File: src/rtl/rf_wb_arbiter.sv
// -----------------------------------------------------------------------------
// rf_wb_arbiter
//
// Shares the single register-file write port among NUM_REQ write-back
// requesters (ALU, load unit, multiplier, ...). Arbitration is round-robin
// with a valid/ready handshake, and the winning write appears on the
// register-file port one cycle after acceptance. A per-register pending
// scoreboard lets the issue stage stall on operands whose write-back has
// not yet committed.
//
// Ports
//   clk        : clock, all state updates on the rising edge
//   resetn     : asynchronous active-low reset
//   req_valid  : per-requester write request
//   req_addr   : flattened destination addresses, requester i at [i*ADDR_WIDTH +: ADDR_WIDTH]
//   req_data   : flattened write data, requester i at [i*DATA_WIDTH +: DATA_WIDTH]
//   req_ready  : one-hot grant (combinational), forced low during reset
//   rf_wen     : register-file write enable (registered)
//   rf_waddr   : register-file write address (registered)
//   rf_wdata   : register-file write data (registered)
//   rf_src     : index of the requester whose write is on the port (registered)
//   sb_set     : issue stage marks sb_addr as pending
//   sb_addr    : destination register being issued
//   chk_a1/2   : operand addresses to check
//   busy1/2    : pending state of chk_a1/chk_a2 (combinational)
// -----------------------------------------------------------------------------
module rf_wb_arbiter #(
    parameter int ADDR_WIDTH = 5,
    parameter int DATA_WIDTH = 32,
    parameter int NUM_REQ    = 3
) (
    input  logic                            clk,
    input  logic                            resetn,
    input  logic [NUM_REQ-1:0]              req_valid,
    input  logic [NUM_REQ*ADDR_WIDTH-1:0]   req_addr,
    input  logic [NUM_REQ*DATA_WIDTH-1:0]   req_data,
    output logic [NUM_REQ-1:0]              req_ready,
    output logic                            rf_wen,
    output logic [ADDR_WIDTH-1:0]           rf_waddr,
    output logic [DATA_WIDTH-1:0]           rf_wdata,
    output logic [$clog2(NUM_REQ)-1:0]      rf_src,
    input  logic                            sb_set,
    input  logic [ADDR_WIDTH-1:0]           sb_addr,
    input  logic [ADDR_WIDTH-1:0]           chk_a1,
    input  logic [ADDR_WIDTH-1:0]           chk_a2,
    output logic                            busy1,
    output logic                            busy2
);

    localparam int SRC_WIDTH = $clog2(NUM_REQ);
    localparam int SUM_WIDTH = SRC_WIDTH + 1;
    localparam int NUM_REGS  = 2 ** ADDR_WIDTH;

    logic [SRC_WIDTH-1:0]  rr_r;
    logic [NUM_REQ-1:0]    grant_s;
    logic                  xfer_s;
    logic [SRC_WIDTH-1:0]  gnt_idx_s;
    logic [ADDR_WIDTH-1:0] gnt_addr_s;
    logic [DATA_WIDTH-1:0] gnt_data_s;

    logic                  rf_wen_r;
    logic [ADDR_WIDTH-1:0] rf_waddr_r;
    logic [DATA_WIDTH-1:0] rf_wdata_r;
    logic [SRC_WIDTH-1:0]  rf_src_r;

    logic [NUM_REGS-1:0]   pending_r;
    logic [NUM_REGS-1:0]   set_s;
    logic [NUM_REGS-1:0]   clr_s;

    // Round-robin scan starting at rr_r: the first valid requester wins.
    always_comb begin
        logic [SUM_WIDTH-1:0] sum_v;
        logic [SRC_WIDTH-1:0] idx_v;
        logic                 found_v;
        grant_s = '0;
        found_v = 1'b0;
        sum_v   = '0;
        idx_v   = '0;
        for (int k = 0; k < NUM_REQ; k++) begin
            // rr_r < NUM_REQ and k < NUM_REQ, so one subtraction wraps the sum.
            sum_v = {1'b0, rr_r} + SUM_WIDTH'(k);
            if (sum_v >= SUM_WIDTH'(NUM_REQ)) begin
                sum_v = sum_v - SUM_WIDTH'(NUM_REQ);
            end else begin
                sum_v = sum_v;
            end
            idx_v          = sum_v[SRC_WIDTH-1:0];
            grant_s[idx_v] = grant_s[idx_v] | (req_valid[idx_v] & ~found_v);
            found_v        = found_v | req_valid[idx_v];
        end
    end

    // One-hot AND-OR mux selecting the winner's index, address and data.
    always_comb begin
        gnt_idx_s  = '0;
        gnt_addr_s = '0;
        gnt_data_s = '0;
        for (int i = 0; i < NUM_REQ; i++) begin
            gnt_idx_s  = gnt_idx_s  | (SRC_WIDTH'(i) & {SRC_WIDTH{grant_s[i]}});
            gnt_addr_s = gnt_addr_s | (req_addr[i*ADDR_WIDTH +: ADDR_WIDTH] & {ADDR_WIDTH{grant_s[i]}});
            gnt_data_s = gnt_data_s | (req_data[i*DATA_WIDTH +: DATA_WIDTH] & {DATA_WIDTH{grant_s[i]}});
        end
    end

    assign xfer_s    = |grant_s;
    assign req_ready = grant_s & {NUM_REQ{resetn}};

    // Round-robin pointer: moves just past the requester that was served.
    always_ff @(posedge clk or negedge resetn) begin
        if (!resetn) begin
            rr_r <= '0;
        end else if (xfer_s) begin
            rr_r <= (gnt_idx_s == SRC_WIDTH'(NUM_REQ - 1)) ? '0 : gnt_idx_s + SRC_WIDTH'(1);
        end else begin
            rr_r <= rr_r;
        end
    end

    // Output stage: accepted write appears on the port one cycle later.
    // Writes to register 0 are accepted but never enable the register file.
    always_ff @(posedge clk or negedge resetn) begin
        if (!resetn) begin
            rf_wen_r   <= 1'b0;
            rf_waddr_r <= '0;
            rf_wdata_r <= '0;
            rf_src_r   <= '0;
        end else if (xfer_s) begin
            rf_wen_r   <= (gnt_addr_s != '0);
            rf_waddr_r <= gnt_addr_s;
            rf_wdata_r <= gnt_data_s;
            rf_src_r   <= gnt_idx_s;
        end else begin
            rf_wen_r   <= 1'b0;
            rf_waddr_r <= rf_waddr_r;
            rf_wdata_r <= rf_wdata_r;
            rf_src_r   <= rf_src_r;
        end
    end

    // Per-register set/clear decode; register 0 can never become pending.
    always_comb begin
        set_s = '0;
        clr_s = '0;
        for (int r = 0; r < NUM_REGS; r++) begin
            set_s[r] = sb_set & (sb_addr != '0) & (sb_addr == ADDR_WIDTH'(r));
            clr_s[r] = rf_wen_r & (rf_waddr_r == ADDR_WIDTH'(r));
        end
    end

    // Scoreboard: clear on the committing edge, but a same-edge set wins
    // because it belongs to a newer producer of that register.
    always_ff @(posedge clk or negedge resetn) begin
        if (!resetn) begin
            pending_r <= '0;
        end else begin
            pending_r <= (pending_r & ~clr_s) | set_s;
        end
    end

    assign busy1 = pending_r[chk_a1] & (chk_a1 != '0);
    assign busy2 = pending_r[chk_a2] & (chk_a2 != '0);

    assign rf_wen   = rf_wen_r;
    assign rf_waddr = rf_waddr_r;
    assign rf_wdata = rf_wdata_r;
    assign rf_src   = rf_src_r;

endmodule

File: config.mk
export PLATFORM = sky130hd
export DESIGN_NAME = rf_wb_arbiter
export DESIGN_NICKNAME = d
export VERILOG_FILES = /design/src/rtl/rf_wb_arbiter.sv
export SDC_FILE = /design/constraint.sdc
export NUM_CORES = 1
export LEC_CHECK = 0
export ABC_CLOCK_PERIOD_IN_PS = 2300
export BUFFER_PORTS_ARGS = -buffer_cell sky130_fd_sc_hd__buf_2
export CAP_MARGIN = 20
export CORE_MARGIN = 3
export CORE_UTILIZATION = 44
export DETAILED_ROUTE_END_ITERATION = 6
export GPL_TIMING_DRIVEN = 0
export PLACE_DENSITY = 0.87
export SETUP_SLACK_MARGIN = 0.4
export SLEW_MARGIN = 20
export SYNTH_ARGS = -nofsm -noshare
export SYNTH_HDL_FRONTEND = slang
export SYNTH_SLANG_ARGS = --single-unit
export TNS_END_PERCENT = 30
File: constraint.sdc
create_clock -name clk -period 2.3 [get_ports clk]
set_clock_uncertainty 0.1 [all_clocks]
set_input_delay 0.23 -clock clk [delete_from_list [all_inputs] [get_ports clk]]
set_output_delay 0.23 -clock clk [all_outputs]
set_load 0.05 [all_outputs]
==> reports/results.tsv <==
metric	value	unit
filler instances	716	
via density per instance	5.86	
top cell type's share of synthesized area	42.6	%
net count after synthesis	542	
clock latency on the worst-skew pair	0.36	ns
fin nets	761	
synthesized netlist cell count	408	
share of layout cells above drive strength 1	50.2	%
pwr dens	1690	nW/um^2
Die Wd	105	um
fin area	6170	um^2
sequential-to-total area share from yosys stat	42.6	%
unrepaired setup endpoints after global routing	yes	
kind of critical path	flip-flop to flip-flop	
Sum Neg Setup Slack	-16.85	ns
hold wc startpoint	req_addr[3]	
final worst path period need	2.74	ns
actual slew at the worst max-slew pin	0.634	ns
total wire length	14900	um
max_slew headroom	57.7	%
Clk pin slew, worst setup/hold paths	0.08	ns
clk buf depth	2	
Highest Clock Rate	366	MHz
crit start category	flip-flop	
Cell Area, Synth	4290	um^2
Rows	35	
worst reg2reg path depth	12	
met2 usage	48.2	%
Area Growth Syn to Fin	44.0	%
Max-Cap Viols	0	
final setup fails	45	
die height	105	um
final worst slack	-0.436	ns
io pins	177	
R2R setup slack	-0.44	ns
asr flop ratio synth	100	%
crit-path max FO	5	
Final Cycle Share	119	%
grt total ovfl	0	
Port Buf Inserts	172	
Worst EP arrival	2.88	ns
first-pass GRT wire length	23000	um
WHS	0.0159	ns
Final Hold Viols	0	
CTS tree	done	
post-placement cell area	5380	um^2
CTS HTree Levels	3	
top cells by area, synth	dfrtp_1 (43%), mux4_2 (9.5%), a221o_1 (8.2%), mux2_2 (7.9%), o21ai_0 (7.2%)	
initial antenna violation count	1	
yosys warns	0	
status	complete, but fails checks	
Yosys reg bits	73	
Clock Sinks	73	
Initial Utilization	45.8	%
M1 GR Usage	30.0	%
CTS Buf Count	9	
Post-synth EDFFs	0	
count of different cell masters after synthesis	44	
Hold Crit Endpoint	rf_waddr[3]	
dominant synthesized flop cell	dfrtp_1	
met3 Use GR	4.88	%
register area	1830	um^2
pre-CTS setup slack	-0.526	ns
area leader, netlist	dfrtp_1	
reg2reg end	rf_wdata[6]	
clock root cell	clkbuf_8	
failing checks	negative setup slack	
vias in the first global route	4550	
GRT busiest layer	met2	
footprint of the multi-input gates	2470	um^2
Total Power	10.4	mW
hold depth	2	
hpwl dp	10500	um
Peak VDD IR	0.996	mV
All-Layer GR Usage	26.7	%
Reg-to-Reg Start	rr_r[1]	
ANT nets after route	0	
DR pass1 iterations	5	
DRC viols	0	
DIE AREA	11000	um^2
drt wl/cell	19.5	um
GPL Wtd Cong	0.919	
commonest cells after routing, fill and taps aside	buf_2 (167), dfrtp_1 (73), o21ai_0 (62)	
most common cell after layout, fill and taps aside	buf_2	
Hold Path Class	input pin to flip-flop	
Core Area	9370	um^2
Pins Over Slew Limit	0	
CP endpoint kind	flip-flop	
Mean Syn Cell Area	10.5	um^2
vias	4462	
LEAKAGE	2.93	nW
largest net degree at the start of global routing	43	
Initial DRC Count	240	
Worst EP required	2.45	ns
==> how the worst max path moves through the flow <==
stage / startpoint / endpoint / slack [ns]
2_1_floorplan: rr_r[0] / rf_wdata[10] / -0.12
6_report: rr_r[1] / rf_wdata[6] / -0.44
4_1_cts: rr_r[1] / req_ready[0] / -0.46
5_1_grt: rr_r[0] / rf_wdata[15] / -0.52
3_5_place_dp: rr_r[0] / rf_wdata[10] / -0.53
3_3_place_gp: rr_r[0] / rf_wdata[10] / -0.46
==> cell type report <==
cell class / count / share of cell area (%)
sequential: 73 / 29.6
inverter: 5 / 0.304
timing repair buffer: 208 / 20.5
buffer: 29 / 3.53
multi-input combinational: 301 / 40.0
clock inverter: 3 / 1.05
tap: 129 / 2.61
clock buffer: 12 / 2.35
antenna: 1 / 0.0405
==> stage by stage <==
stage / utilization [%] / cells
CTS: 65.0 / 759
detailed placement: 57.4 / 710
global placement: 57.2 / 709
finish: 65.9 / 761
global route: 65.9 / 761
floorplan: - / 408
==> synth_stat cells (3+ instances only) <==
cell       n
a21bo_1    3
a21oi_1    6
a221o_1   35
a221oi_1   4
and2_1     3
buf_2      6
buf_4      3
clkbuf_1  17
dfrtp_1   73
inv_1      5
mux2_2    30
mux2_4     3
mux4_2    18
nand2_1   42
nand2b_1   7
nand3_1    5
nand3b_1   5
nor2_1    43
nor2b_1    3
o21ai_0   62
or2_2      4
==> power breakdown <==
| group | switching [mW] | total [mW] | internal (mW) |
|---|---|---|---|
| Clock | 0.488 | 1.12 | 0.634 |
| Sequential | 0.429 | 2.32 | 1.89 |
| Combinational | 3.62 | 6.98 | 3.35 |
| Total | 4.54 | 10.4 | 5.87 |
==> routing by layer <==
layer | share of wire, % | vias to the layer above
li1 | - | 1971
met1 | 36 | 2194
met2 | 53 | 252
met3 | 7.0 | 45
met4 | 4.1 | 0
met5 | 0 | -
==> sequential cells by signal (all words and copies together), names as in the netlist <==
signal and cells:
rf_wdata 32, rf_wen 1, rf_src 2, rf_waddr 5, rr_r 2, pending_r 31
==> repair_timing <==
item,in CTS,in global routing
pin swaps,27,11
gates cloned,5,0
resized for setup,57,18
hold endpoints to repair,32,0
buffers inserted,27,1
hold buffers,2,0
setup endpoints to repair,47,47
==> logic make-up (layout without fill, tap and decap cells) <==
kind of cell | Yosys count | in the layout | synth area share (%)
muxes | 54 | 54 | 19.1
and+or+nand+nor | 125 | 125 | 13.9
DFF | 73 | 73 | 42.6
AOI/OAI and AO/OA | 120 | 120 | 19.8
other | 0 | 1 | 0
adders and majority gates | 2 | 2 | 0.584
buffers and inverters | 34 | 257 | 4.03
==> worst max-delay path, cell delays in order, from the launching register on <==
cell and delay (ns):
dfrtp_1 0.41, ha_4 0.17, buf_6 0.12, buf_6 0.12
a21oi_4 0.13, a311oi_2 0.06, a221o_1 0.38, buf_6 0.14
buf_6 0.12, buf_6 0.13, buf_6 0.13, a221o_1 0.34
mux2_2 0.27
No activity file was read; power rests on OpenSTA's default activity.
